`config.mk`:
```
export PLATFORM = sky130hd
export DESIGN_NAME = keypad_scan_flat
export DESIGN_NICKNAME = d
export VERILOG_FILES = /design/src/rtl/keypad_scan_if.sv /design/src/rtl/keypad_scan.sv /design/src/flat_wrapper.sv
export SDC_FILE = /design/constraint.sdc
export NUM_CORES = 1
export LEC_CHECK = 0
export BUFFER_PORTS_ARGS = -buffer_cell sky130_fd_sc_hd__buf_2
export CORE_ASPECT_RATIO = 0.75
export CORE_UTILIZATION = 35
export CTS_BUF_LIST = sky130_fd_sc_hd__clkbuf_8
export CTS_CLUSTER_DIAMETER = 100
export DETAILED_ROUTE_END_ITERATION = 10
export PLACE_DENSITY = 0.5
export SYNTH_ARGS = -nofsm -noshare
export SYNTH_HDL_FRONTEND = slang
export SYNTH_SLANG_ARGS = --single-unit
export TNS_END_PERCENT = 100
```
`constraint.sdc`:
```
create_clock -name clk -period 1.8 [get_ports clk]
set_input_delay 0.18 -clock clk [delete_from_list [all_inputs] [get_ports clk]]
set_output_delay 0.18 -clock clk [all_outputs]
set_load 0.005 [all_outputs]
```
`src/rtl/keypad_scan_if.sv`:
```
// Keypad scanner signal bundle: matrix drive/sense pins and decoded digit outputs.
// Ports: rows (keypad sense, active-low), cols (column drive, active-low),
//        digit_new / digit_old (last two accepted codes), key_valid (accept pulse).
interface keypad_scan_if;
  logic [3:0] rows;
  logic [3:0] cols;
  logic [3:0] digit_new;
  logic [3:0] digit_old;
  logic       key_valid;

  // master: the scanner itself
  modport master (
    input  rows,
    output cols,
    output digit_new,
    output digit_old,
    output key_valid
  );

  // slave: keypad matrix / display side
  modport slave (
    output rows,
    input  cols,
    input  digit_new,
    input  digit_old,
    input  key_valid
  );
endinterface

```
`src/rtl/keypad_scan.sv`:
```
// Purpose: scans a 4x4 hex keypad, debounces one key at a time, keeps the last two codes.
// Latency: rows -> decision 2 cycles (synchronizer); key_valid exactly DEBOUNCE_CYCLES after debounce entry.
// Backpressure: none; key_valid is a fire-and-forget pulse, digits hold until the next accept.
// Ports: clk, reset (async, active-high); kp.rows in (active-low), kp.cols out (one bit low),
//        kp.digit_new / kp.digit_old out (registered codes), kp.key_valid out (1-cycle pulse).
module keypad_scan #(
  parameter int SCAN_DIV        = 1000,
  parameter int DEBOUNCE_CYCLES = 50000
) (
  input  logic          clk,
  input  logic          reset,
  keypad_scan_if.master kp
);

  localparam int SCW = (SCAN_DIV > 1) ? $clog2(SCAN_DIV) : 1;
  localparam int DBW = (DEBOUNCE_CYCLES > 1) ? $clog2(DEBOUNCE_CYCLES) : 1;

  // Terminal counts: both counters run 0..N-1 and act on the N-th cycle.
  localparam logic [SCW-1:0] SC_LAST = SCW'(SCAN_DIV - 1);
  localparam logic [DBW-1:0] DB_LAST = DBW'(DEBOUNCE_CYCLES - 1);

  typedef enum logic [1:0] {
    ST_SCAN,
    ST_DEBOUNCE,
    ST_HELD,
    ST_RELEASE
  } state_e;

  // Row-by-column key map of the hex pad.
  function automatic logic [3:0] key_code(input logic [1:0] row, input logic [1:0] col);
    logic [3:0] code;
    code = 4'h0;
    case ({row, col})
      4'b00_00: code = 4'h1;
      4'b00_01: code = 4'h2;
      4'b00_10: code = 4'h3;
      4'b00_11: code = 4'hA;
      4'b01_00: code = 4'h4;
      4'b01_01: code = 4'h5;
      4'b01_10: code = 4'h6;
      4'b01_11: code = 4'hB;
      4'b10_00: code = 4'h7;
      4'b10_01: code = 4'h8;
      4'b10_10: code = 4'h9;
      4'b10_11: code = 4'hC;
      4'b11_00: code = 4'hE;
      4'b11_01: code = 4'h0;
      4'b11_10: code = 4'hF;
      default:  code = 4'hD;
    endcase
    return code;
  endfunction

  // Registered state
  state_e         state_q, state_d;
  logic [3:0]     sync1_q, sync2_q;
  logic [1:0]     col_idx_q, col_idx_d;
  logic [1:0]     row_idx_q, row_idx_d;
  logic [SCW-1:0] scan_cnt_q, scan_cnt_d;
  logic [DBW-1:0] db_cnt_q, db_cnt_d;
  logic [3:0]     cols_q, cols_d;
  logic [3:0]     digit_new_q, digit_new_d;
  logic [3:0]     digit_old_q, digit_old_d;
  logic           key_valid_q, key_valid_d;

  // Decode of the synchronized rows
  logic [3:0]     rs_low;
  logic           one_low;
  logic [1:0]     low_row;
  logic           row_high;

  // Rows are asynchronous to clk; the flops reset to "no key" so a press
  // held across reset is seen cleanly as a new press.
  always_ff @(posedge clk or posedge reset) begin
    if (reset) begin
      sync1_q <= 4'b1111;
      sync2_q <= 4'b1111;
    end else begin
      sync1_q <= kp.rows;
      sync2_q <= sync1_q;
    end
  end

  // Exactly one row low is a candidate key; zero or several rows low is
  // treated as "nothing usable" so ghosting never produces an accept.
  always_comb begin
    rs_low  = ~sync2_q;
    one_low = 1'b1;
    low_row = 2'd0;
    case (rs_low)
      4'b0001: low_row = 2'd0;
      4'b0010: low_row = 2'd1;
      4'b0100: low_row = 2'd2;
      4'b1000: low_row = 2'd3;
      default: one_low = 1'b0;
    endcase
  end

  // Only the latched row matters once a key is being tracked; other rows of
  // the same column are deliberately ignored.
  assign row_high = sync2_q[row_idx_q];

  // Next-state logic. Counters default to zero, so any state change clears
  // them and they only advance while staying in the same state.
  always_comb begin
    state_d     = state_q;
    col_idx_d   = col_idx_q;
    row_idx_d   = row_idx_q;
    scan_cnt_d  = '0;
    db_cnt_d    = '0;
    digit_new_d = digit_new_q;
    digit_old_d = digit_old_q;
    key_valid_d = 1'b0;

    case (state_q)
      ST_SCAN: begin
        if (scan_cnt_q == SC_LAST) begin
          // Slot end: the column has been driven long enough for the
          // synchronizer to show its rows.
          if (one_low) begin
            row_idx_d = low_row;
            state_d   = ST_DEBOUNCE;
          end else begin
            col_idx_d = col_idx_q + 2'd1;
          end
        end else begin
          scan_cnt_d = scan_cnt_q + 1'b1;
        end
      end

      ST_DEBOUNCE: begin
        if (row_high) begin
          // Bounce, including on the final cycle: abandon and move on.
          state_d   = ST_SCAN;
          col_idx_d = col_idx_q + 2'd1;
        end else if (db_cnt_q == DB_LAST) begin
          digit_old_d = digit_new_q;
          digit_new_d = key_code(row_idx_q, col_idx_q);
          key_valid_d = 1'b1;
          state_d     = ST_HELD;
        end else begin
          db_cnt_d = db_cnt_q + 1'b1;
        end
      end

      ST_HELD: begin
        if (row_high) begin
          state_d = ST_RELEASE;
        end
      end

      default: begin // ST_RELEASE
        if (row_high) begin
          if (db_cnt_q == DB_LAST) begin
            state_d   = ST_SCAN;
            col_idx_d = col_idx_q + 2'd1;
          end else begin
            db_cnt_d = db_cnt_q + 1'b1;
          end
        end
        // A low reading leaves db_cnt_d at its zero default: restart the count.
      end
    endcase

    // Column drive is registered from the next column index so the pins
    // change glitch-free on the same edge as the index.
    cols_d = ~(4'b0001 << col_idx_d);
  end

  always_ff @(posedge clk or posedge reset) begin
    if (reset) begin
      state_q     <= ST_SCAN;
      col_idx_q   <= 2'd0;
      row_idx_q   <= 2'd0;
      scan_cnt_q  <= '0;
      db_cnt_q    <= '0;
      cols_q      <= 4'b1110;
      digit_new_q <= 4'h0;
      digit_old_q <= 4'h0;
      key_valid_q <= 1'b0;
    end else begin
      state_q     <= state_d;
      col_idx_q   <= col_idx_d;
      row_idx_q   <= row_idx_d;
      scan_cnt_q  <= scan_cnt_d;
      db_cnt_q    <= db_cnt_d;
      cols_q      <= cols_d;
      digit_new_q <= digit_new_d;
      digit_old_q <= digit_old_d;
      key_valid_q <= key_valid_d;
    end
  end

  assign kp.cols      = cols_q;
  assign kp.digit_new = digit_new_q;
  assign kp.digit_old = digit_old_q;
  assign kp.key_valid = key_valid_q;

endmodule
```
`src/flat_wrapper.sv`:
```
// flat-port wrapper written by rule: the top's interface ports become plain ports
module keypad_scan_flat 
#(
  parameter int SCAN_DIV        = 1000,
  parameter int DEBOUNCE_CYCLES = 50000
)
  (clk, reset, kp_rows, kp_cols, kp_digit_new, kp_digit_old, kp_key_valid);
  keypad_scan_if kp_i ();
  input  logic clk;
  input  logic reset;
  input wire logic [$bits(kp_i.rows)-1:0] kp_rows;
  output wire logic [$bits(kp_i.cols)-1:0] kp_cols;
  output wire logic [$bits(kp_i.digit_new)-1:0] kp_digit_new;
  output wire logic [$bits(kp_i.digit_old)-1:0] kp_digit_old;
  output wire logic [$bits(kp_i.key_valid)-1:0] kp_key_valid;
  assign kp_i.rows = kp_rows;
  assign kp_cols = kp_i.cols;
  assign kp_digit_new = kp_i.digit_new;
  assign kp_digit_old = kp_i.digit_old;
  assign kp_key_valid = kp_i.key_valid;
  keypad_scan #(.SCAN_DIV(SCAN_DIV), .DEBOUNCE_CYCLES(DEBOUNCE_CYCLES)) u_core (.clk(clk), .reset(reset), .kp(kp_i));
endmodule
```
### After elaboration in Yosys (flattened, before gate mapping)

Memories as Yosys holds them, arrays and structs flattened. A register that Yosys moved wholly into a read port is not among the register bits.
Cells that the tools add are included.

* memories kept: 1
* bits of input ports: 6
* flip-flop bits (word level): 49
* logic and storage cells: 66
* memory bits (read-only): 64

* reductions and logical operators: 8
* $lt $le $gt $ge: 1
* bitwise gates (word level): 3
* shift-type cells: 1
* mux-type cells: 27
* equality and inequality tests: 12
* add/sub/neg operators: 3

Memory list
* (no name shown): words 16, bits a word 4, read ports 1, clocked after Yosys merged registers in 1, wr ports 0, RTL line keypad_scan.sv:33 `case ({row, col})`

Operators with widths (count)
* 2-to-1 mux 16 bit: 3
* case mux 16 bit (2 select lines): 1
* 2-to-1 mux 2 bit: 12
* 2-to-1 mux 10 bit: 2
* case mux 2 bit (3 select lines): 3
* adder 16 x 1 -> 16 bit, second input constant: 1
* equality test 16 bit, second input constant: 1
* adder 10 x 1 -> 10 bit, second input constant: 1
* equality test 10 bit, second input constant: 1
* NOT 4 bit: 2
* != test 2 x 1 -> 1 bit, second input constant: 3
* AND reduction 3 bit: 2
* AND reduction 6 bit: 1
* 2-to-1 mux 1 bit: 5
* equality test 4 x 1 -> 1 bit, second input constant: 1
* equality test 4 x 2 -> 1 bit, second input constant: 1
* equality test 4 x 3 -> 1 bit, second input constant: 1
* equality test 4 bit, second input constant: 1
* nonzero test 4 bit: 1
* OR reduction 4 bit: 1
* left shift 1 x 2 -> 4 bit, first input constant: 1
* < comparator 2 x 3 -> 1 bit, second input constant: 1
* != test 3 x 1 -> 1 bit, second input constant: 1
* nonzero test 3 bit: 1
* 7 further kinds: 7

### Longest topological paths before layout

Gate-level depths: netlist of the first run.

* depth after elaboration: 9
* gate-level depth with buffers: 8
* gate-level depth less buffers: 6

### Worst setup path before layout of the first run

No wires, ideal clock.

* kind: register to register
* from: register u_core.sync2_q[3]
* to: register u_core.db_cnt_q[10]
* data required time: 1.729 ns
* path slack: -0.109 ns
* data arrival time: 1.838 ns
* path buffers: 3
* stages on the path, launching flop included: 8
* path through: dfstp_2 > buf_2 > mux4_2 > xnor2_1 > or3_1 > buf_2 > buf_2 > nor2_1

* cells in the longest elaborated chain, start to end: 4
* elaborated cells between the ends (all ways): 5
* those cells by class: mux: 5

RTL lines
* from (decl): RTL line keypad_scan.sv:56 `logic [3:0] sync1_q, sync2_q;`
* from (signal assigned): RTL line keypad_scan.sv:80 `sync2_q <= sync1_q;`
* binary-select mux 1 bit (select 2 bit) *: RTL line keypad_scan.sv:101 `assign row_high = sync2_q[row_idx_q];`
* 2-to-1 mux 1 bit (not written as such) *: RTL line keypad_scan.sv:101
* 2-to-1 mux 16 bit (on tied branches): RTL line keypad_scan.sv:153, keypad_scan.sv:132
* case mux 16 bit (2 select lines) *: RTL line keypad_scan.sv:115 `case (state_q)`
* via u_core.db_cnt_d[10]: RTL line keypad_scan.sv:60 `logic [DBW-1:0] db_cnt_q, db_cnt_d;`
* to (signal assigned): RTL line keypad_scan.sv:186 `db_cnt_q <= db_cnt_d;`
* to (decl): RTL line keypad_scan.sv:60

Mark *: on every way through the listed nets, which the timed path passes. The rest lies on a longest branch. The select of a mux whose other input is x is not followed.
A chain may end at the register's enable or synchronous reset.

### Final worst setup path of the first run

* from: register u_core.scan_cnt_q[1]
* to: register u_core.col_idx_q[1]

* cells in the longest elaborated chain, start to end: 3

RTL lines
* from (decl): RTL line keypad_scan.sv:59 `logic [SCW-1:0] scan_cnt_q, scan_cnt_d;`
* from (signal assigned): RTL line keypad_scan.sv:185 `scan_cnt_q <= scan_cnt_d;`
* equality test 10 bit: RTL line keypad_scan.sv:117 `if (scan_cnt_q == SC_LAST) begin`
* 2-to-1 mux 2 bit: RTL line keypad_scan.sv:117
* case mux 2 bit (3 select lines): RTL line keypad_scan.sv:115
* via u_core.col_idx_d[1]: RTL line keypad_scan.sv:57 `logic [1:0] col_idx_q, col_idx_d;`
* to (signal assigned): RTL line keypad_scan.sv:183 `col_idx_q <= col_idx_d;`
* to (decl): RTL line keypad_scan.sv:57

The timed path passes the listed nets, and every way through them passes these cells.

==> results of run 1 <==
==> worst max-delay path, stage by stage, from the launching register on <==
cell and delay [ns]:
dfrtp_1 0.37, ha_2 0.18, nand4b_1 0.13, or4_4 0.53, o22ai_4 0.23, mux2_4 0.33
==> state kept, by name, summed over array words and instances (netlist names) <==
register / cells
u_core.db_cnt_q: 16
u_core.scan_cnt_q: 10
u_core.kp.cols: 4
u_core.kp.digit_new: 4
u_core.kp.digit_old: 4
u_core.sync1_q: 4
u_core.sync2_q: 4
u_core.col_idx_q: 2
u_core.row_idx_q: 2
u_core.state_q: 2
u_core.kp.key_valid: 1
==> per-stage QoR <==
stage | cells | cell area, um2 | util (%) | setup TNS, ns | setup slack (ns)
floorplan | 239 | 2610 | - | -0.590 | -0.102
global placement | 393 | 3120 | 44.9 | -0.777 | -0.0686
global route | 409 | 3490 | 50.1 | -1.59 | -0.145
CTS | 407 | 3340 | 48.0 | -0.317 | -0.0842
detailed placement | 393 | 3120 | 44.9 | -1.10 | -0.0965
finish | 409 | 3490 | 50.1 | -0.353 | -0.0700
==> power groups by stage <==
stage	sequential, mW	combinational (mW)	clock (mW)
after floorplan	1.23	0.0424	0
after global placement	1.23	0.0708	0
after detailed placement	1.24	0.0725	0
after CTS	1.21	0.0811	0.883
after global routing	1.21	0.0913	0.936
final	1.21	0.0809	0.853
==> metal layers <==
layer	track usage, %	vias up	part of all wire, %
met4	2.61	0	0.41
met2	20.5	26	44
met3	3.30	2	3.0
li1	-	970	-
met5	0	-	0
met1	21.2	923	52
==> Yosys cell counts (4+ instances only) <==
cell,instances
nand3_1,7
nor2_1,32
or3_1,4
a21oi_1,6
nor4_1,4
nor3_1,7
buf_2,6
dfrtp_1,42
o21ai_0,6
ha_1,6
mux2i_1,5
mux2_2,10
nand2_1,15
inv_1,11
dfstp_2,11
xnor2_1,20
and3_1,4
==> area by class of cell <==
| cell class | instances | area share (%) |
|---|---|---|
| multi-input cells | 166 | 37.3 |
| clock inverters | 2 | 1.08 |
| well taps | 98 | 3.51 |
| flip-flops and latches | 53 | 38.4 |
| repair buffers | 73 | 16.2 |
| inverters | 11 | 1.18 |
| clock buffers | 6 | 2.37 |
==> cell families after synthesis <==
kind of cell	after synthesis	share of synthesized area [%]
buffers and inverters	20	3.20
adders and majority gates	7	3.30
muxes	19	8.92
xor gates and xnor gates	23	7.80
DFF	53	51.9
and+or+nand+nor	94	18.9
AOI/OAI and AO/OA	23	6.01
==> path summary, 6_finish.rpt <==
kind / start / slack (ns) / end / cells past startpoint
setup / recovery: u_core.scan_cnt_q[1] / -0.07 / u_core.col_idx_q[1] / 5
hold / removal: u_core.sync1_q[0] / 0.36 / u_core.sync2_q[0] / 0
setup reg to reg: u_core.scan_cnt_q[1] / -0.07 / u_core.col_idx_q[1] / 5
hold reg to reg: u_core.sync1_q[0] / 0.36 / u_core.sync2_q[0] / 0
max in group asynchronous: reset / 0.79 / u_core.kp.cols[2] / 4
min in group asynchronous: reset / 0.44 / u_core.scan_cnt_q[0] / 3
==> timing repair <==
action                                  4_1_cts  5_1_grt
endpoints found under the setup margin       29       27
buffers inserted                              1        2
endpoints found under the hold margin        20        0
resized for setup                             9       31
hold buffers                                  5        0
pin swaps                                     0        9
cloned                                        0        1
==> metrics.txt, run 1 <==
outcome=finished, violations left; failing checks=setup timing; Hold Slack=roughly 0.36 ns; gr usage total=between 10% and 20%; first-pass GRT wire length=8630 um; Comb power frac=about 3.8%; Final nets=around 320; TritonCTS clock tree=yes; Synth area leader=dfrtp_1; Max Freq=~530 MHz; Die X-Extent=101 um; DPL Wire Length=3620 um; crit path setup slack, layout=-0.0700 ns; pin count of the biggest net entering global routing=24; EDFF count, synth=0; share of cells above drive strength 1=between 40 and 50%; die area=between 0.007 and 0.008 mm2; WS Path Type=register to register; Pins Over Slew Limit=0; Tot Pwr=approximately 2.1 mW; share of the synthesized area in the top cell type=40.7%; Max VDD drop=around 0.53 mV; hold crit path type=register to register; Worst-path clk slew=approximately 0.10 ns; asr flop ratio synth=100%; most frequent cells in the layout=buf_4, dfrtp_1, xnor2_1; Synth Register Bits=53; grt ovf=0; # fillers=around 640; max cap viols=0; Vias=1921; Finish-stage setup viols=14; Net Count, Synth=251; Crit path arrival time=between 2 and 2.5 ns; Seq/Total Area, Yosys=around half; Die H=76.4 um; leakage=approximately 1.5 nW; Initial Util=about 37%; Final Hold Fails=0; Pwr per Cell Area=slightly above 600 mW/mm2; area of the multi-input gates=around 0.0013 mm2; crit-path max FO=5; CP required=about 2.0 ns; P_sw=0.452 mW; Startpoint Class=register; final worst-path cycle share=104%; WL/cell=roughly 12 um; unrepaired setup endpoints after global routing=yes; Avg Inst Size Synth=roughly 11 um2; Synth Instances=239; Slew headroom=65.8%; Antenna Violating Nets Remaining=0; Tmin final=1.87 ns; Ant. Diodes=0; CTS Buf Count=5; 1st-iter DRT viols=70; Residual DRC=0; DR pass1 iterations=4; Yosys Warn Count=0; clk_skew=roughly 0.0059 ns; clock buffer depth=2; Pint=about 1.7 mW; H-tree level count=2; drt total wl=5110 um; CTS root buf=clkbuf_8; Syn Std Cell Area=~0.0026 mm2; antenna violations before repair=0; GP Congestion=roughly 0.76; Clock Power Share=39.8%; area grow syn2layout=35.2%; Vias per Instance=4.70; vias in the first global route=between 1.5k and 2k; number of port buffers=18; Critical Path Sink Type=register; register share of total power=a little under three fifths; Sink Count=between 50 and 60; count of different cell masters after synthesis=44; most common cell after layout, fill and taps aside=buf_4; Most used DFF post-synth=dfrtp_1; io pins=19; worst-margin pin slew=a little over 0.5 ns; core region area=0.00696 mm2; Worst-Skew Late Latency=~0.3 ns; Row Count=26; Net Sw Frac=roughly a fifth; register area=0.00134 mm2; Synth area leaders=dfrtp_1, dfstp_2, xnor2_1
Power figures use the tool's default switching activity.
==> run 2: changes to the inputs <==
clock period = 1.6 ns   (was 1.8 ns; I/O delays follow)
==> run 2 against run 1 <==
  * The flow still finishes with violations (setup timing)
  * Highest routed layer unchanged
  * Critical path depth unchanged
  * Setup slack worse by 0.19 ns
  * Clock power down 18%
  * Non-clock buffer count up 16
  * Largest cell class is now multi-input gates
  * Worst hold slack worse by 0.0010 ns
  * Utilization up 2.1 points
  * Critical endpoint is now u_core.db_cnt_q[13]
  * Cell count up 4.2%
==> metrics.txt, run 2 (synthesized netlist as in run 1, its figures left out) <==
Initial Util=37.1% (unchanged); fin cells=426 (was 409); Hold Slack=0.361 ns (was 0.362 ns); Ant. Diodes=0 (unchanged); 1st-iter DRT viols=52 (was 70); setup TNS=-5.97 ns (was -0.353 ns); failing checks=setup timing (unchanged); vias in the first global route=1969 (was 1834); WHS Path Cells=0 (unchanged); WS Path Type=register to register (unchanged); H-tree level count=2 (unchanged); post-placement cell count=407 (was 393); Max Freq=538 MHz (was 535 MHz); Row Count=26 (unchanged); Core Util, Final=52.2% (was 50.1%); max cap viols=0 (unchanged); antenna violations before repair=0 (unchanged); grt ovf=0 (unchanged); R2R depth=5 (unchanged); number of port buffers=18 (unchanged); area grow syn2layout=40.8% (was 35.2%); Endpoint, Worst Hold=u_core.sync2_q[1] (was u_core.sync2_q[0]); io pins=19 (unchanged); CTS Buf Count=5 (unchanged); register area=0.00134 mm2 (unchanged); Crit path arrival time=2.09 ns (was 2.07 ns); most common cell after layout, fill and taps aside=buf_4 (unchanged); outcome=finished, violations left (unchanged); Pwr per Cell Area=597 mW/mm2 (was 615 mW/mm2); first-pass GRT wire length=9340 um (was 8630 um); # fillers=657 (was 637); drt total wl=5390 um (was 5110 um); hold crit path type=register to register (unchanged); Most flops, register=u_core.db_cnt_q (unchanged); WL/cell=12.7 um (was 12.5 um); Reg2Reg Launch Point=u_core.row_idx_q[0] (was u_core.scan_cnt_q[1]); pin count of the biggest net entering global routing=54 (was 24); Die X-Extent=101 um (unchanged); Vias=1976 (was 1921); area of placed instances=0.00324 mm2 (was 0.00312 mm2); Final nets=339 (was 322); Startpoint Class=register (unchanged); clk_skew=0.00803 ns (was 0.00594 ns); Tmin final=1.86 ns (was 1.87 ns); CP required=1.83 ns (was 2.00 ns); Place WS=-0.275 ns (was -0.0965 ns); area of the multi-input gates=0.00135 mm2 (was 0.00130 mm2); share of cells above drive strength 1=46.0% (was 44.4%); most frequent cells in the layout=buf_4, dfrtp_1, xnor2_1 (unchanged); Final Hold Fails=0 (unchanged); crit-path max FO=8 (was 5); TritonCTS clock tree=yes (unchanged); DPL Wire Length=3630 um (was 3620 um); Vias per Instance=4.64 (was 4.70); Finish-stage setup viols=33 (was 14); GP Congestion=0.736 (was 0.761); max reg flops=16 (unchanged); critical hold path startpoint=u_core.sync1_q[1] (was u_core.sync1_q[0]); final worst-path cycle share=116% (was 104%); Sink Count=53 (unchanged); worst-margin pin slew=0.354 ns (was 0.512 ns); Pins Over Slew Limit=0 (unchanged); clock buffer depth=2 (unchanged); Die H=76.4 um (unchanged); crit path setup slack, layout=-0.258 ns (was -0.0700 ns); Slew headroom=76.1% (was 65.8%); unrepaired setup endpoints after global routing=yes (unchanged); Reg2Reg Setup Slack=-0.26 ns (was -0.07 ns); top flop regs=u_core.db_cnt_q: 16 flops, u_core.scan_cnt_q: 10 flops (unchanged); die area=0.00773 mm2 (unchanged); design area=0.00363 mm2 (was 0.00349 mm2); leakage=1.58 nW (was 1.50 nW); DR pass1 iterations=4 (unchanged); CTS root buf=clkbuf_8 (unchanged); Worst-Skew Late Latency=0.30 ns (about the same); Max VDD drop=0.437 mV (was 0.532 mV); Residual DRC=0 (unchanged); r2r endpoint=u_core.db_cnt_q[13] (was u_core.col_idx_q[1]); gr usage total=15.5% (was 14.1%); Antenna Violating Nets Remaining=0 (unchanged); core region area=0.00696 mm2 (unchanged); Critical Path Sink Type=register (unchanged); Tot Pwr=2.17 mW (was 2.15 mW); Worst-path clk slew=0.09 ns (was 0.10 ns)
-- run 2: power by group --
| part | switching [mW] | total (mW) | internal [mW] | leakage, nW |
|---|---|---|---|---|
| combinational | 0.0535 | 0.107 | 0.0537 | 0.838 |
| clock | 0.405 | 0.698 | 0.293 | 0.0519 |
| sequential | 0.00816 | 1.37 | 1.36 | 0.688 |
-- run 2: repair_timing --
item                       in CTS  in global routing
hold endpoints to repair       46                  0
gates cloned                    2                  0
buffers inserted                3                  2
hold buffers                    5                  0
setup endpoints to repair      35                 42
pin swaps                       5                  5
resized for setup              17                 37
-- run 2: area by class of cell --
class | instances | area share (%)
multi-input cells | 167 | 37.1
well taps | 98 | 3.37
flip-flops and latches | 53 | 36.9
clock buffers | 5 | 1.89
inverters | 11 | 1.14
repair buffers | 89 | 19.3
clock inverters | 3 | 0.310
-- run 2: critical path: stages (launching register included) --
cell and delay [ns]:
dfrtp_1 0.39, mux4_2 0.60, xnor2_2 0.16, or3_4 0.37, buf_12 0.17, a21oi_2 0.09
-- run 2: how the worst max path moves through the flow --
stage                    startpoint                endpoint  cells past startpoint
2_1_floorplan     u_core.state_q[0]     u_core.col_idx_q[1]                      4
3_3_place_gp    u_core.db_cnt_q[10]  u_core.kp.digit_new[2]                      5
3_5_place_dp    u_core.db_cnt_q[10]       u_core.kp.cols[1]                      6
4_1_cts        u_core.scan_cnt_q[0]     u_core.col_idx_q[1]                      5
5_1_grt         u_core.row_idx_q[0]     u_core.db_cnt_q[13]                      5
6_report        u_core.row_idx_q[0]     u_core.db_cnt_q[13]                      5
-- run 2: metal layers --
layer / GRT usage, % / routed length, um / vias up
met3: 3.85 / 160 / 2
li1: - / - / 1002
met5: 0 / 0 / -
met2: 23.1 / 2380 / 26
met4: 3.04 / 29 / 0
met1: 22.7 / 2830 / 946
==> run 3: changes to the inputs <==
ABC_AREA = 1   (was not set)
==> run 3 against run 2 <==
  * The run now ends clean
  * Sequential share of layout area rose by 1.4 points
  * Routed wire length rose by 1.3%
  * Combinational power is 23% lower
  * Clock power is 37% higher
  * Sequential power is essentially flat
  * Critical path type unchanged
==> metrics.txt, run 3 <==
outcome=complete, no violations (was finished, violations left); 1st-iter DRT viols=120 (was 52); DR pass1 iterations=4 (unchanged); Post-Synth XOR/XNOR Area=2.49% (was 7.80%); most common library cells after synthesis=nand2_1, dfrtp_1, nor2_1 (was dfrtp_1, nor2_1, xnor2_1); # fillers=742 (was 657); grt ovf=0 (unchanged); R2R depth=10 (was 5); register share of total power=56.8% (was 62.9%); Post-Synth Adder-Cell Area=2.67% (was 3.30%); EDFF count, synth=0 (unchanged); Syn Std Cell Area=0.00281 mm2 (was 0.00258 mm2); Most flops, register=u_core.db_cnt_q (unchanged); Ant. Diodes=0 (unchanged); unrepaired setup endpoints after global routing=yes (unchanged); CP max stage cell=dfrtp_1 (was mux4_2); antenna violations before repair=0 (unchanged); Worst-path clk slew=0.10 ns (was 0.09 ns); Vias=2197 (was 1976); Seq/Total Area, Yosys=47.6% (was 51.9%); first-pass GRT wire length=9320 um (was 9340 um); Residual DRC=0 (unchanged); register area=0.00134 mm2 (unchanged); Vias per Instance=4.60 (was 4.64); Net Sw Frac=21.0% (was 21.5%); Avg Inst Size Synth=8.74 um2 (was 10.8 um2); Synth Register Bits=53 (unchanged); CTS Buf Count=5 (unchanged); Pins Over Slew Limit=0 (unchanged); die area=0.00840 mm2 (was 0.00773 mm2); mux share of post-synthesis cell area=0% (was 8.92%); Critical Path Sink Type=register (unchanged); Cell Chain, Critical Path=ha_2 -> nand2_2 -> inv_2 -> nand2_4 -> nor2_4 -> nand2_4 -> nor2_8 -> inv_8 -> nand2_2 -> o21ai_2 (was mux4_2 -> xnor2_2 -> or3_4 -> buf_12 -> a21oi_2); Critical path buffers and inverters=2 (was 1); top-count cell post-synth=nand2_1 (was dfrtp_1); most frequent cells in the layout=nand2_1, dfrtp_1, nor2_1 (was buf_4, dfrtp_1, xnor2_1); crit path setup slack, layout=0.0510 ns (was -0.258 ns); P_sw=0.504 mW (was 0.466 mW); max reg flops=16 (unchanged); Hold Slack=0.360 ns (was 0.361 ns); Max Freq=646 MHz (was 538 MHz); Tmin final=1.55 ns (was 1.86 ns); asr flop ratio synth=100% (unchanged); Synth Instances=322 (was 239); H-tree level count=2 (unchanged); Top Family by Delay on Critical Path=simple AND/OR/NAND/NOR gates (was multiplexers); area of the multi-input gates=0.00138 mm2 (was 0.00135 mm2); Startpoint Class=register (unchanged); number of port buffers=18 (unchanged); top flop regs=u_core.db_cnt_q: 16 flops, u_core.scan_cnt_q: 10 flops (unchanged); Net Count, Synth=334 (was 251); WHS Path Cells=0 (unchanged); clk_skew=0.00752 ns (was 0.00803 ns); drt total wl=5460 um (was 5390 um); post-placement cell count=456 (was 407); WP depth=10 (was 5); Finish-stage setup viols=0 (was 33); hold crit path type=register to register (unchanged); Simple-Gate Fraction of Synth Area=33.1% (was 18.9%); Most used DFF post-synth=dfrtp_1 (unchanged); Pwr per Cell Area=686 mW/mm2 (was 597 mW/mm2); Die X-Extent=106 um (was 101 um); Worst path max stage delay=0.38 ns (was 0.60 ns); clock buffer depth=2 (unchanged); share of the synthesized area in the top cell type=37.4% (was 40.7%); TritonCTS clock tree=yes (unchanged); Max VDD drop=0.365 mV (was 0.437 mV); io pins=19 (unchanged); leakage=1.68 nW (was 1.58 nW); worst-margin pin slew=0.292 ns (was 0.354 ns); share of cells above drive strength 1=34.2% (was 46.0%); Row Count=27 (was 26); Synth area leader=dfrtp_1 (unchanged); core region area=0.00757 mm2 (was 0.00696 mm2); Antenna Violating Nets Remaining=0 (unchanged); WS Path Type=register to register (unchanged); Compound-Gate Fraction of Synth Area=6.81% (was 6.01%); Sink Count=53 (unchanged); crit-path max FO=8 (unchanged); Comb power frac=3.4% (was 4.9%); Pint=1.90 mW (was 1.70 mW); final worst-path cycle share=96.8% (was 116%); max cap viols=0 (unchanged); WL/cell=11.4 um (was 12.7 um); Place WS=-0.0181 ns (was -0.275 ns); Final Hold Fails=0 (unchanged); pin count of the biggest net entering global routing=54 (unchanged); Synth area leaders=dfrtp_1, dfstp_2, nand2_1 (was dfrtp_1, dfstp_2, xnor2_1); largest family of logic cells by synthesized area=simple AND/OR/NAND/NOR gates (unchanged); most common cell after layout, fill and taps aside=nand2_1 (was buf_4); Die H=79.6 um (was 76.4 um); DPL Wire Length=3980 um (was 3630 um); CTS root buf=clkbuf_8 (unchanged); Worst-Skew Late Latency=0.31 ns (was 0.30 ns); vias in the first global route=2075 (was 1969); Crit path arrival time=1.74 ns (was 2.09 ns); GP Congestion=0.768 (was 0.736); count of different cell masters after synthesis=39 (was 44); Yosys Warn Count=0 (unchanged); gr usage total=14.0% (was 15.5%); Slew headroom=80.5% (was 76.1%); area grow syn2layout=24.4% (was 40.8%); Initial Util=37.2% (was 37.1%); CP required=1.80 ns (was 1.83 ns); fin cells=478 (was 426); Clock Power Share=39.7% (was 32.1%); Final nets=388 (was 339)
run 3: path summary, 6_finish.rpt:
check | from | to | slack [ns]
worst max-delay path | u_core.db_cnt_q[0] | u_core.kp.digit_new[3] | 0.05
worst min-delay path | u_core.sync1_q[1] | u_core.sync2_q[1] | 0.36
worst max register to register | u_core.db_cnt_q[0] | u_core.kp.digit_new[3] | 0.05
worst min register to register | u_core.sync1_q[1] | u_core.sync2_q[1] | 0.36
max in group asynchronous | reset | u_core.kp.cols[2] | 0.87
min in group asynchronous | reset | u_core.scan_cnt_q[5] | 0.42
run 3: logic make-up (layout without fill, tap and decap cells):
kind of cell / count (synthesis) / in the layout
AOI/OAI and AO/OA: 32 / 32
DFF: 53 / 53
buffers and inverters: 41 / 96
adders and majority gates: 6 / 6
and+or+nand+nor: 182 / 182
xor gates and xnor gates: 8 / 8
run 3: repair_timing:
action / CTS / global route
setup endpoints to repair: 3 / 30
buffers inserted: 4 / 5
pin swaps: 1 / 7
resized for setup: 0 / 35
cloned: 0 / 0
endpoints found under the hold margin: 46 / 0
hold buffers: 5 / 0
run 3: worst register-to-register path, stage by stage, from the launching register on:
cell and delay (ns):
dfrtp_1 0.38, ha_2 0.19, nand2_2 0.05, inv_2 0.08, nand2_4 0.06, nor2_4 0.15
nand2_4 0.11, nor2_8 0.24, inv_8 0.08, nand2_2 0.06, o21ai_2 0.05
run 3: final cells by class:
cell class / count / area share, %
clock buffers: 6 / 2.36
clock inverters: 2 / 1.07
inverters: 38 / 4.69
multi-input cells: 228 / 39.5
flip-flops and latches: 53 / 38.3
well taps: 101 / 3.61
repair buffers: 50 / 10.5
run 3: stage by stage:
step                      utilization [%]  area, um2  power, mW  TNS (ns)
after global placement               41.4       3130       1.46         0
final                                46.2       3500       2.40         0
after global routing                 46.2       3500       2.51    -0.432
after detailed placement             41.4       3130       1.46   -0.0235
after floorplan                         -       2810       1.43         0
after CTS                            44.0       3330       2.44         0
run 3: power by group through the flow:
stage	clock network (mW)	registers, mW	logic (mW)
6_report	0.954	1.36	0.0821
5_1_grt	1.05	1.37	0.0935
4_1_cts	1.00	1.36	0.0772
3_5_place_dp	0	1.39	0.0680
3_3_place_gp	0	1.39	0.0673
2_1_floorplan	0	1.39	0.0427
run 3: metal layers:
| metal | up-vias | global-route usage (%) | share of wire (%) |
|---|---|---|---|
| met1 | 1029 | 18.9 | 53 |
| met5 | - | 0 | 0 |
| met4 | 0 | 3.75 | 1.0 |
| met3 | 6 | 2.78 | 2.3 |
| li1 | 1143 | - | - |
| met2 | 19 | 23.2 | 43 |
